File: src/rtl/seg7_scan.sv
// Time-multiplexed, active-low 7-segment scanner driven by a clock prescaler.
// Optional macro SEG7_LZ_BLANK_EN enables leading-zero suppression.
module seg7_scan #(
    parameter int NUM_DIGITS = 4,
    parameter int SCAN_DIV   = 100000
) (
    input  logic                    clk,
    input  logic                    rst,
    input  logic [4*NUM_DIGITS-1:0] digits,
    input  logic [NUM_DIGITS-1:0]   dp_in,
    input  logic                    blank,
    output logic [NUM_DIGITS-1:0]   an,
    output logic [6:0]              seg,
    output logic                    dp
);

    localparam int DIV_W = (SCAN_DIV > 1) ? $clog2(SCAN_DIV) : 1;
    localparam int IDX_W = $clog2(NUM_DIGITS);
    localparam logic [DIV_W-1:0] DIV_LAST = DIV_W'(SCAN_DIV - 1);
    localparam logic [IDX_W-1:0] IDX_LAST = IDX_W'(NUM_DIGITS - 1);

    logic [DIV_W-1:0]      div_cnt_r;
    logic [IDX_W-1:0]      idx_r;
    logic                  tick_s;
    logic [IDX_W-1:0]      nxt_s;
    logic [NUM_DIGITS-1:0] sel_s;
    logic [3:0]            nib_s;
    logic                  dpreq_s;
    logic                  suppress_s;

    // Segment pattern {g,f,e,d,c,b,a}, active-low, for one hex nibble.
    function automatic logic [6:0] decode(input logic [3:0] nib);
        logic [6:0] pat;
        case (nib)
            4'h0:    pat = 7'h40;
            4'h1:    pat = 7'h79;
            4'h2:    pat = 7'h24;
            4'h3:    pat = 7'h30;
            4'h4:    pat = 7'h19;
            4'h5:    pat = 7'h12;
            4'h6:    pat = 7'h02;
            4'h7:    pat = 7'h78;
            4'h8:    pat = 7'h00;
            4'h9:    pat = 7'h10;
            4'hA:    pat = 7'h08;
            4'hB:    pat = 7'h03;
            4'hC:    pat = 7'h46;
            4'hD:    pat = 7'h21;
            4'hE:    pat = 7'h06;
            4'hF:    pat = 7'h0E;
            default: pat = 7'h7F;
        endcase
        return pat;
    endfunction

    // Prescaler tick, next digit index and the selected digit's nibble/dp request.
    always_comb begin
        tick_s  = (div_cnt_r == DIV_LAST);
        nxt_s   = (idx_r == IDX_LAST) ? {IDX_W{1'b0}} : idx_r + IDX_W'(1);
        sel_s   = {NUM_DIGITS{1'b0}};
        nib_s   = 4'h0;
        dpreq_s = 1'b0;
        for (int i = 0; i < NUM_DIGITS; i++) begin
            sel_s[i] = (nxt_s == IDX_W'(i));
            nib_s    = nib_s | (digits[4*i +: 4] & {4{sel_s[i]}});
            dpreq_s  = dpreq_s | (dp_in[i] & sel_s[i]);
        end
    end

`ifdef SEG7_LZ_BLANK_EN
    logic                  lz_run_s;
    logic [NUM_DIGITS-1:0] lz_mask_s;

    // A digit is a leading zero when it and every higher digit are zero; digit 0 never is.
    always_comb begin
        lz_run_s   = 1'b1;
        lz_mask_s  = {NUM_DIGITS{1'b0}};
        suppress_s = 1'b0;
        for (int i = NUM_DIGITS - 1; i > 0; i--) begin
            lz_run_s     = lz_run_s & (digits[4*i +: 4] == 4'h0);
            lz_mask_s[i] = lz_run_s;
        end
        suppress_s = |(lz_mask_s & sel_s);
    end
`else
    // No leading-zero suppression: every digit decodes as-is.
    always_comb begin
        suppress_s = 1'b0;
    end
`endif

    // Prescaler, scan index and registered display outputs, all updated on tick.
    always_ff @(posedge clk) begin
        if (rst) begin
            div_cnt_r <= {DIV_W{1'b0}};
            idx_r     <= {IDX_W{1'b0}};
            an        <= {NUM_DIGITS{1'b1}};
            seg       <= 7'h7F;
            dp        <= 1'b1;
        end else begin
            div_cnt_r <= tick_s ? {DIV_W{1'b0}} : div_cnt_r + DIV_W'(1);
            if (tick_s) begin
                idx_r <= nxt_s;
                if (blank) begin
                    an  <= {NUM_DIGITS{1'b1}};
                    seg <= 7'h7F;
                    dp  <= 1'b1;
                end else begin
                    an  <= ~sel_s;
                    seg <= suppress_s ? 7'h7F : decode(nib_s);
                    dp  <= ~dpreq_s;
                end
            end else begin
                idx_r <= idx_r;
            end
        end
    end

endmodule

File: config.mk
export PLATFORM = sky130hd
export DESIGN_NAME = seg7_scan
export DESIGN_NICKNAME = d
export VERILOG_FILES = /design/src/rtl/seg7_scan.sv
export SDC_FILE = /design/constraint.sdc
export NUM_CORES = 1
export LEC_CHECK = 0
export ABC_AREA = 0
export BUFFER_PORTS_ARGS = -buffer_cell sky130_fd_sc_hd__buf_2
export CORE_ASPECT_RATIO = 1.5
export CORE_UTILIZATION = 24
export CTS_CLUSTER_DIAMETER = 150
export DETAILED_ROUTE_END_ITERATION = 16
export HOLD_SLACK_MARGIN = 0.08
export SETUP_SLACK_MARGIN = 0.15
export SLEW_MARGIN = 20
export SYNTH_ARGS = -nofsm -noshare
export SYNTH_HDL_FRONTEND = slang
export SYNTH_SLANG_ARGS = --single-unit
File: constraint.sdc
create_clock -name clk -period 6.07 [get_ports clk]
set_input_delay 0 -clock clk [delete_from_list [all_inputs] [get_ports clk]]
set_output_delay 0 -clock clk [all_outputs]
set_load 0.02 [all_outputs]
# Word level (Yosys, flattened, before mapping)
# Memory sizes are Yosys's and may differ from the RTL's.
# Index checks and enable logic that the tools add are counted.
# op_classes
eq_ne,5
addsub,2
bitwise_logic,16
mux,4
reduce_logical,2
# op_table
op,n
$add A17 B1 Y17 const B,1
$eq A17 B17 Y1 const B,1
$and A4 B4 Y4,4
$or A4 B4 Y4,3
$mux W7,1
$eq A2 B2 Y1 const B,3
$and A1 B1 Y1,4
$mux W4,1
$not A4 Y4,1
$or A1 B1 Y1,3
$add A2 B1 Y2 const B,1
$eq A2 B1 Y1 const B,1
$logic_not A2 Y1,1
$mux W2,1
$reduce_or A2 Y1,1
$mux W1,1
$not A1 Y1,1
# word_totals
out_inout_bits,12
memories,1
register_bits,31
word_cells,35
mem_bits_ro,112
# memory_table
name,depth,word_bits,rd,rd_clocked_by_memory_dff,write_ports,line,rtl
(name not given),16,7,1,0,0,34,case (nib)

# Logic depth before layout (Yosys ltp)
# Gate-level depths: netlist (run 1).
# depth
depth_word,9
depth_mapped,9
depth_no_buf,9

# Worst setup path before layout (run 1)
# No wires, ideal clock.
# synth_timing
path_kind,flip-flop to flip-flop
startpoint,register idx_r[0]
endpoint,register seg[3]
required_ns,5.952
setup_slack_ns,3.908
setup_time_ns,0.118
arrival_time_ns,2.044
path_stages_with_launch,10
period_less_slack_ns,2.162
cell_sequence,dfxtp_1 -> inv_1 -> ha_1 -> a22o_1 -> a221oi_2 -> inv_1 -> ha_1 -> mux2_2 -> mux2i_1 -> a21oi_1
# synth_via
elab_chain_cells,9
word_cells_on_any_way,16
cone_classes,add/sub: 1; eq/ne: 4; mux: 2; bitwise: 7; reduce/logical: 1; memory: 1
# synth_lines
item,line,rtl
"start, declared",23,logic [IDX_W-1:0] idx_r;
"start signal, assigned",96,idx_r <= {IDX_W{1'b0}};
"start signal, assigned",103,idx_r <= nxt_s;
"start signal, assigned",114,idx_r <= idx_r;
$add A2 B1 Y2 or $eq A2 B2 Y1 (tied branches),59,nxt_s = (idx_r == IDX_LAST) ? {IDX_W{1'b0}} : idx_r + IDX_W'(1);
$mux W2 (*),59,
$eq A2 B1 Y1 or $logic_not A2 Y1 (tied branches),64,sel_s[i] = (nxt_s == IDX_W'(i));
$and A4 B4 Y4,65,nib_s = nib_s | (digits[4*i +: 4] & {4{sel_s[i]}});
$or A4 B4 Y4 (2 in series),65,
$or A4 B4 Y4 (*),65,
$mem_v2 Z16 W7 (*),-,
$mux W7 (*),104,if (blank) begin
"end signal, assigned",110,seg <= suppress_s ? 7'h7F : decode(nib_s);
"end, declared",13,"output logic [6:0] seg,"
# Mark *: on every way between the ends. The rest lies on a longest branch, timed or not.
# A chain may end at the register's enable or synchronous reset.

# Worst setup path after layout (run 1)
# layout_timing
startpoint,register idx_r[0]
endpoint,register seg[2]
# The elaborated chain is that of the path after synthesis.

==> results of run 1 <==
-- power groups by stage --
| stage | Sequential (uW) | Clock [uW] | Combinational [uW] |
|---|---|---|---|
| after floorplan | 211 | 0 | 21.1 |
| after global placement | 211 | 0 | 31.2 |
| after detailed placement | 211 | 0 | 31.3 |
| after CTS | 207 | 165 | 34.3 |
| after global routing | 207 | 173 | 38.8 |
| final | 207 | 160 | 33.9 |
-- cells in the mapped netlist, types with 2 or more instances --
cell / number / share of area [%]
a21oi_1: 9 / 2.7
a22oi_1: 6 / 2.7
a22oi_2: 2 / 1.5
a31oi_1: 3 / 1.1
and2_1: 2 / 0.76
and3_1: 4 / 1.5
and4bb_2: 2 / 1.5
buf_4: 4 / 1.8
buf_6: 2 / 1.4
dfxtp_1: 31 / 38
ha_1: 11 / 8.4
inv_1: 7 / 1.6
mux2_2: 2 / 1.4
mux2i_1: 6 / 3.6
nand2_1: 10 / 2.3
nand3_1: 11 / 3.3
nand4_1: 4 / 1.5
nor2_1: 32 / 7.3
nor3_2: 2 / 1.2
o211ai_1: 2 / 0.91
o21ai_0: 2 / 0.61
xnor2_1: 5 / 2.7
xor2_1: 10 / 5.3
-- area by class of cell --
| cell class | instances | area (sq um) | share of cell area (%) |
|---|---|---|---|
| Tap cell | 76 | 95.09 | 4.744 |
| Timing Repair Buffer | 40 | 230.2 | 11.49 |
| Inverter | 7 | 26.28 | 1.311 |
| Clock buffer | 7 | 76.32 | 3.808 |
| Multi-Input combinational cell | 136 | 950.9 | 47.44 |
| Sequential cell | 31 | 620.6 | 30.96 |
| Clock inverter | 1 | 5.005 | 0.2497 |
-- registers in the layout (all words and copies together) (netlist names) --
register	count
div_cnt_r	17
seg	7
an	4
idx_r	2
dp	1
-- placed cells by master, fill, tap and decap left out, types with 2 or more instances in the layout --
| master | count |
|---|---|
| dfxtp_1 | 31 |
| a22oi_1 | 6 |
| clkbuf_8 | 5 |
| clkbuf_1 | 2 |
| inv_1 | 7 |
| nand3_1 | 11 |
| nor3_2 | 2 |
| and3_1 | 4 |
| mux2_2 | 2 |
| nand2_1 | 10 |
| a21oi_1 | 9 |
| a22oi_2 | 2 |
| xor2_1 | 10 |
| nand4_1 | 4 |
| xnor2_1 | 5 |
| nor2_1 | 32 |
| ha_1 | 11 |
| buf_2 | 34 |
| o211ai_1 | 2 |
| o21ai_0 | 2 |
| and4bb_2 | 2 |
| mux2i_1 | 6 |
| and2_1 | 2 |
| dlygate4sd3_1 | 6 |
| a31oi_1 | 3 |
-- per-stage QoR --
stage               power [uW]  cells
floorplan                232.1    180
global placement         242.5    284
detailed placement       242.7    284
CTS                      406.4    298
global route             418.3    298
finish                   400.5    298
-- metal layers --
| metal | track usage [%] | part of all wire [%] | up-vias | wire length (um) |
|---|---|---|---|---|
| met1 | 10.85 | 43 | 655 | 1541 |
| met3 | 3.391 | 3.6 | 7 | 131 |
| met4 | 6.462 | 2.6 | 0 | 95 |
| met2 | 21.36 | 51 | 31 | 1829 |
| met5 | 0 | 0 | - | 0 |
| li1 | - | - | 709 | - |
-- worst register-to-register path, stage by stage (launching register included) --
cell	delay [ns]
dfxtp_1	0.40
inv_1	0.08
ha_1	0.28
a22o_1	0.24
a221oi_2	0.38
inv_1	0.16
ha_1	0.24
nand4_1	0.06
dlygate4sd3_1	0.56
a31oi_1	0.08
-- cell families (layout without fill, tap and decap cells) --
family | count (synthesis) | count (layout) | share of synthesized area (%)
and+or+nand+nor | 74 | 74 | 24.15
muxes | 8 | 8 | 5.011
DFF | 31 | 31 | 37.66
adders and majority gates | 11 | 11 | 8.352
buffers and inverters | 13 | 55 | 4.784
AOI/OAI and AO/OA | 28 | 28 | 12.07
xor gates and xnor gates | 15 | 15 | 7.972
-- how the worst min path moves through the flow --
stage | endpoint | depth (start not counted)
after floorplan | idx_r[0]$_SDFFE_PP0N_ | 1
after global placement | idx_r[0]$_SDFFE_PP0N_ | 2
after detailed placement | idx_r[0]$_SDFFE_PP0N_ | 2
after CTS | seg[0]$_SDFFE_PP1N_ | 3
after global routing | seg[4]$_SDFFE_PP1N_ | 3
final | seg[0]$_SDFFE_PP1N_ | 3
==> metrics.csv, run 1 <==
stage,metric,value,unit
global_routing,initial antenna violation count,0,
power,VDD IR max,0.06424,mV
placement,IO buf count,34,
cts,TritonCTS clock tree,yes,
timing,final period utilization,43.50,%
worst_setup_path,CP required,6.20,ns
finish,Layout Nets,255,
worst_setup_path,crit-path max cell delay,0.56,ns
run,max_cap viols,0,
timing,fin crit period,2.641,ns
route,DRT Wirelength,3.597,mm
worst_setup_path,Crit path max-delay family,buffers and inverters,
synthesis,asr flop ratio synth,0,%
placement,Place WS,3.641,ns
floorplanning,die width,69.66,um
timing,Final setup viols,0,
floorplanning,Rows,36,
floorplanning,Die H,103.5,um
synthesis,Post-Syn Area,0.001648,sq mm
worst_setup_path,worst-path cell chain,"inv_1, ha_1, a22o_1, a221oi_2, inv_1, ha_1, nand4_1, dlygate4sd3_1, a31oi_1",
timing,unrepaired setup endpoints after global routing,no,
cts,post-CTS resize count,0,
timing,final worst slack,3.429,ns
synthesis,synthesized flop and latch total,31,
cts,hold_buf cts,6,
cts,clk buf depth,2,
worst_setup_path,Worst Path Arrival,2.77,ns
finish,final core occ,30.48,%
global_routing,largest net degree at the start of global routing,30,
route,Iter 0 DRT Violations,22,
global_routing,grt total ovfl,0,
power,Sw Ratio,24.67,%
route,TritonRoute pass-1 iters,3,
run_status,status,finished clean,
power,Leak,0.0008250,uW
cts,clk_lat worst skew,0.29,ns
timing,setup TNS,0,ns
finish,fill count,680,
timing,Final Skew,0.009885,ns
worst_setup_path,crit end category,register,
global_routing,first-pass GRT wire length,6.299,mm
worst_setup_path,crit path buf inv count,3,
placement,placed cell areas,0.001861,sq mm
timing,Min Hold Slack,0.09020,ns
finish,synth-to-layout area growth,21.64,%
placement,gpl congestion,0.7665,
worst_setup_path,Worst Setup EP,seg[2]$_SDFFE_PP1N_,
min_path,worst hold start,blank,
cts,CTS clock-pin slew for the worst setup and hold paths,0.07,ns
synthesis,"EDFF count, synth",0,
worst_setup_path,Worst Path Max Fanout,6,
synthesis,sequential-to-total area share from yosys stat,37.66,%
power,pwr/cell area,199.8,mW/mm^2
power,switching power,98.83,uW
synthesis,ys flop type,dfxtp_1,
floorplanning,die footprint,0.007208,sq mm
worst_setup_path,Worst R2R Setup Slack,3.43,ns
power,register share of total power,51.6,%
synthesis,Mapped Cells,180,
floorplanning,core footprint,0.006576,sq mm
cts,CTS buffer count,5,
worst_setup_path,RR Startpoint,idx_r[0]$_SDFFE_PP0N_,
synthesis,Syn Nets,214,
finish,share of layout cells above drive strength 1,23.87,%
power,Comb power frac,8.5,%
synthesis,Unique masters post-synth,34,
worst_setup_path,Worst path depth,9,
floorplanning,IO Count,35,
global_routing,total track usage,11.25,%
route,vias per cell,4.705,
route,vias,1402,
min_path,min-delay worst type,in -> reg,
route,Routed Antenna Nets,0,
synthesis,Mapped Avg Cell Area,9.155,sq um
timing,worst slew pin tran,0.8065,ns
route,Avg WL per Cell,12.07,um
timing,Final Hold Viols,0,
floorplanning,initial core utilization,25.06,%
cts,H-tree lvl count,2,
power,P_int,301.7,uW
finish,Post-Layout Inst Area,0.002004,sq mm
worst_setup_path,worst r2r path cells,9,
cts,root buffer cell,clkbuf_8,
cts,post-CTS setup buffer count,0,
route,DRC viols,0,
worst_setup_path,critical path class,reg -> reg,
worst_setup_path,"slowest stage cell, crit path",dlygate4sd3_1,
global_routing,vias in the first global route,1454,
cts,clock sinks,31,
worst_setup_path,RR Endpoint,seg[2]$_SDFFE_PP1N_,
worst_setup_path,CP Launch Point,idx_r[0]$_SDFFE_PP0N_,
finish,ANT cells,0,
timing,Fmax,0.3787,GHz
power,Clock power frac,39.9,%
timing,Final Max Tran Viols,0,
worst_setup_path,Worst setup SP type,register,
placement,dpl hpwl,2.620,mm
timing,Rel. slew slack,45.94,%
synthesis,Synthesis Warnings,0,
No activity file was read; power rests on OpenSTA's default activity.
==> run 2, diff against run 1 <==
--- a/config.mk
+++ b/config.mk
@@ -5,7 +5,7 @@
 export SDC_FILE = /design/constraint.sdc
 export NUM_CORES = 1
 export LEC_CHECK = 0
-export ABC_AREA = 0
+export ABC_AREA = 1
 export BUFFER_PORTS_ARGS = -buffer_cell sky130_fd_sc_hd__buf_2
 export CORE_ASPECT_RATIO = 1.5
 export CORE_UTILIZATION = 24
==> constraint.sdc (replaced) <==
create_clock -name clk -period 2.6 [get_ports clk]
set_input_delay 0 -clock clk [delete_from_list [all_inputs] [get_ports clk]]
set_output_delay 0 -clock clk [all_outputs]
set_load 0.02 [all_outputs]
==> run 2 against run 1 <==
Net effect: die area is 11% higher; first-iteration DRC count grew to 2.6 times the previous value; sequential cell count did not move; largest cell class unchanged.
==> metrics.csv, run 2 <==
stage,metric,value,unit
synthesis,share of the synthesized area in the top cell type,33.88,%
synthesis,Synth area leaders,"dfxtp_1 (34%), nand2_1 (16%), nor2_1 (11%), ha_1 (7.5%), inv_1 (6.1%)",
timing,worst slew pin tran,0.4029,ns
synthesis,ys flop type,dfxtp_1,
worst_setup_path,CP required,2.78,ns
floorplanning,Rows,38,
route,Avg WL per Cell,9.428,um
synthesis,Syn Nets,304,
placement,IO buf count,34,
synthesis,sequential-to-total area share from yosys stat,33.88,%
finish,most frequent cells in the layout,"nand2_1 (78), nor2_1 (53), buf_2 (34)",
placement,dpl hpwl,3.098,mm
synthesis,Mapped Avg Cell Area,6.784,sq um
global_routing,largest net degree at the start of global routing,32,
cts,TritonCTS clock tree,yes,
finish,number of flip-flops in the largest register,17,
route,vias,1655,
finish,fill count,851,
timing,Final Max Tran Viols,0,
worst_setup_path,crit end category,register,
worst_setup_path,RR Startpoint,idx_r[0]$_SDFFE_PP0N_,
floorplanning,IO Count,35,
run,max_cap viols,0,
timing,Fmax,0.4708,GHz
worst_setup_path,"slowest stage cell, crit path",dfxtp_1,
floorplanning,initial core utilization,25.02,%
cts,root buffer cell,clkbuf_8,
run_status,status,finished clean,
synthesis,Unique masters post-synth,26,
power,Leak,0.0009723,uW
finish,Largest Register,div_cnt_r,
synthesis,synthesized flop and latch total,31,
global_routing,initial antenna violation count,0,
cts,clk buf depth,2,
synthesis,Synth top cells by count,"nand2_1 (78), nor2_1 (53), dfxtp_1 (31)",
worst_setup_path,most frequent CP cell,nand2_1,
timing,final worst slack,0.4757,ns
synthesis,"EDFF count, synth",0,
floorplanning,Die H,109.0,um
power,pwr/cell area,470.2,mW/mm^2
worst_setup_path,Worst setup SP type,register,
cts,post-CTS setup buffer count,0,
worst_setup_path,RR Endpoint,seg[5]$_SDFFE_PP1N_,
min_path,min-delay worst type,in -> reg,
worst_setup_path,worst-path cell chain,"inv_1, ha_1, nand2_1, nand2_1, nor2_1, inv_1, ha_1, nand2_1, nand2_1, nand2_1, nand2_1, nor2_2, nor2_2",
worst_setup_path,worst r2r path cells,13,
finish,Top Registers,"div_cnt_r x17, seg x7, an x4",
cts,clock sinks,31,
timing,Final Hold Viols,0,
finish,share of layout cells above drive strength 1,20.71,%
worst_setup_path,critical path class,reg -> reg,
timing,Rel. slew slack,73.04,%
finish,Layout Nets,342,
worst_setup_path,CP Launch Point,idx_r[0]$_SDFFE_PP0N_,
route,Routed Antenna Nets,0,
route,vias per cell,4.046,
route,DRT Wirelength,3.856,mm
synthesis,leading area contributor after synthesis,dfxtp_1,
worst_setup_path,Worst Setup EP,seg[5]$_SDFFE_PP1N_,
global_routing,total track usage,10.98,%
placement,gpl congestion,0.8344,
worst_setup_path,crit-path max cell delay,0.38,ns
global_routing,grt total ovfl,0,
cts,clk_lat worst skew,0.28,ns
synthesis,most frequent cell after synthesis,nand2_1,
cts,CTS buffer count,5,
worst_setup_path,Worst Path Arrival,2.30,ns
finish,"commonest non-fill, non-tap cell in the layout",nand2_1,
worst_setup_path,Worst Path Max Fanout,6,
cts,post-CTS resize count,0,
timing,Final setup viols,0,
power,VDD IR max,0.2078,mV
worst_setup_path,Worst R2R Setup Slack,0.48,ns
synthesis,asr flop ratio synth,0,%
timing,unrepaired setup endpoints after global routing,no,
synthesis,Mapped Cells,270,
floorplanning,core footprint,0.007322,sq mm
timing,final period utilization,81.70,%
floorplanning,die width,73.33,um
placement,Place WS,0.4753,ns
timing,fin crit period,2.124,ns
route,TritonRoute pass-1 iters,4,
finish,ANT cells,0,
floorplanning,die footprint,0.007993,sq mm
finish,synth-to-layout area growth,20.35,%
global_routing,first-pass GRT wire length,6.803,mm
synthesis,Post-Syn Area,0.001832,sq mm
cts,CTS clock-pin slew for the worst setup and hold paths,0.07,ns
synthesis,Synthesis Warnings,0,
global_routing,vias in the first global route,1660,
timing,Final Skew,0.01143,ns
route,DRC viols,0,
cts,H-tree lvl count,2,
route,Iter 0 DRT Violations,58,
timing,setup TNS,0,ns
==> run 2: cell types whose count changed after synthesis, moves of 5 or more <==
cell / delta
inv_1: +23
nor2_1: +21
nor2_2: +10
nand2_1: +68
a22oi_1: -6
mux2i_1: -6
nand3_1: +5
==> run 2: worst min path at each step <==
stage               startpoint  slack (ns)                    end  depth (start not counted)
floorplan                  rst        0.18  idx_r[0]$_SDFFE_PP0N_                          3
global placement           rst        0.34  idx_r[0]$_SDFFE_PP0N_                          4
detailed placement         rst        0.35  idx_r[1]$_SDFFE_PP0N_                          4
CTS                   dp_in[2]        0.13        dp$_SDFFE_PP1N_                          5
global route          dp_in[2]        0.17        dp$_SDFFE_PP1N_                          5
finish                dp_in[2]        0.14        dp$_SDFFE_PP1N_                          5
==> run 2: final cells by class <==
| type | count | area (sq um) | area share (%) |
|---|---|---|---|
| Clock buffer | 5 | 68.82 | 3.121 |
| Clock inverter | 3 | 43.79 | 1.986 |
| Inverter | 32 | 120.1 | 5.448 |
| Multi-Input combinational cell | 203 | 1046 | 47.45 |
| Sequential cell | 31 | 620.6 | 28.15 |
| Tap cell | 100 | 125.1 | 5.675 |
| Timing Repair Buffer | 35 | 180.2 | 8.173 |
==> run 2: metal layers <==
| metal | up-vias | part of all wire, % | wire length [um] | global-route usage (%) |
|---|---|---|---|---|
| li1 | 898 | - | - | - |
| met1 | 718 | 42 | 1624 | 10.73 |
| met2 | 34 | 53 | 2053 | 21.63 |
| met3 | 5 | 3.0 | 116 | 2.311 |
| met4 | 0 | 1.6 | 63 | 4.533 |
| met5 | - | 0 | 0 | 0 |
==> run 2: logic make-up after synthesis <==
group	Yosys count	synth area share (%)
adder cells (fa/ha/maj)	11	7.514
AND/OR/NAND/NOR	174	42.83
buffers and inverters	36	9.016
flip-flops	31	33.88
AO/OA/AOI/OAI	11	3.415
XOR/XNOR	7	3.347
==> run 2: report_power, final <==
part	switching, uW	total (uW)	leakage, uW	internal, uW
Sequential	2.33	481	0.000251	478
Combinational	44.8	75.7	0.000663	31.0
Clock	195	480	0.0000581	285
Total	242	1040	0.000972	795
==> run 2: critical path: cells and delay by family (launching register included) <==
| kind | cells | cell delay, ns |
|---|---|---|
| buffers and inverters | 2 | 0.24 |
| DFF | 1 | 0.38 |
| and+or+nand+nor | 9 | 0.88 |
| adders and majority gates | 2 | 0.51 |
==> run 2: metrics by stage <==
step,total power [uW],hold slack (ns),util (%),area (sq um),instances
floorplan,543.7,0.1843,-,1832,270
global placement,566.7,0.3372,28.43,2082,400
detailed placement,567.2,0.3489,28.43,2082,400
CTS,1046,0.1321,30.11,2205,409
global route,1079,0.1707,30.11,2205,409
finish,1037,0.1365,30.11,2205,409
==> run 2: timing repair <==
item,in CTS,in global routing
setup endpoints to repair,0,0
hold buffers,1,0
hold endpoints to repair,2,0
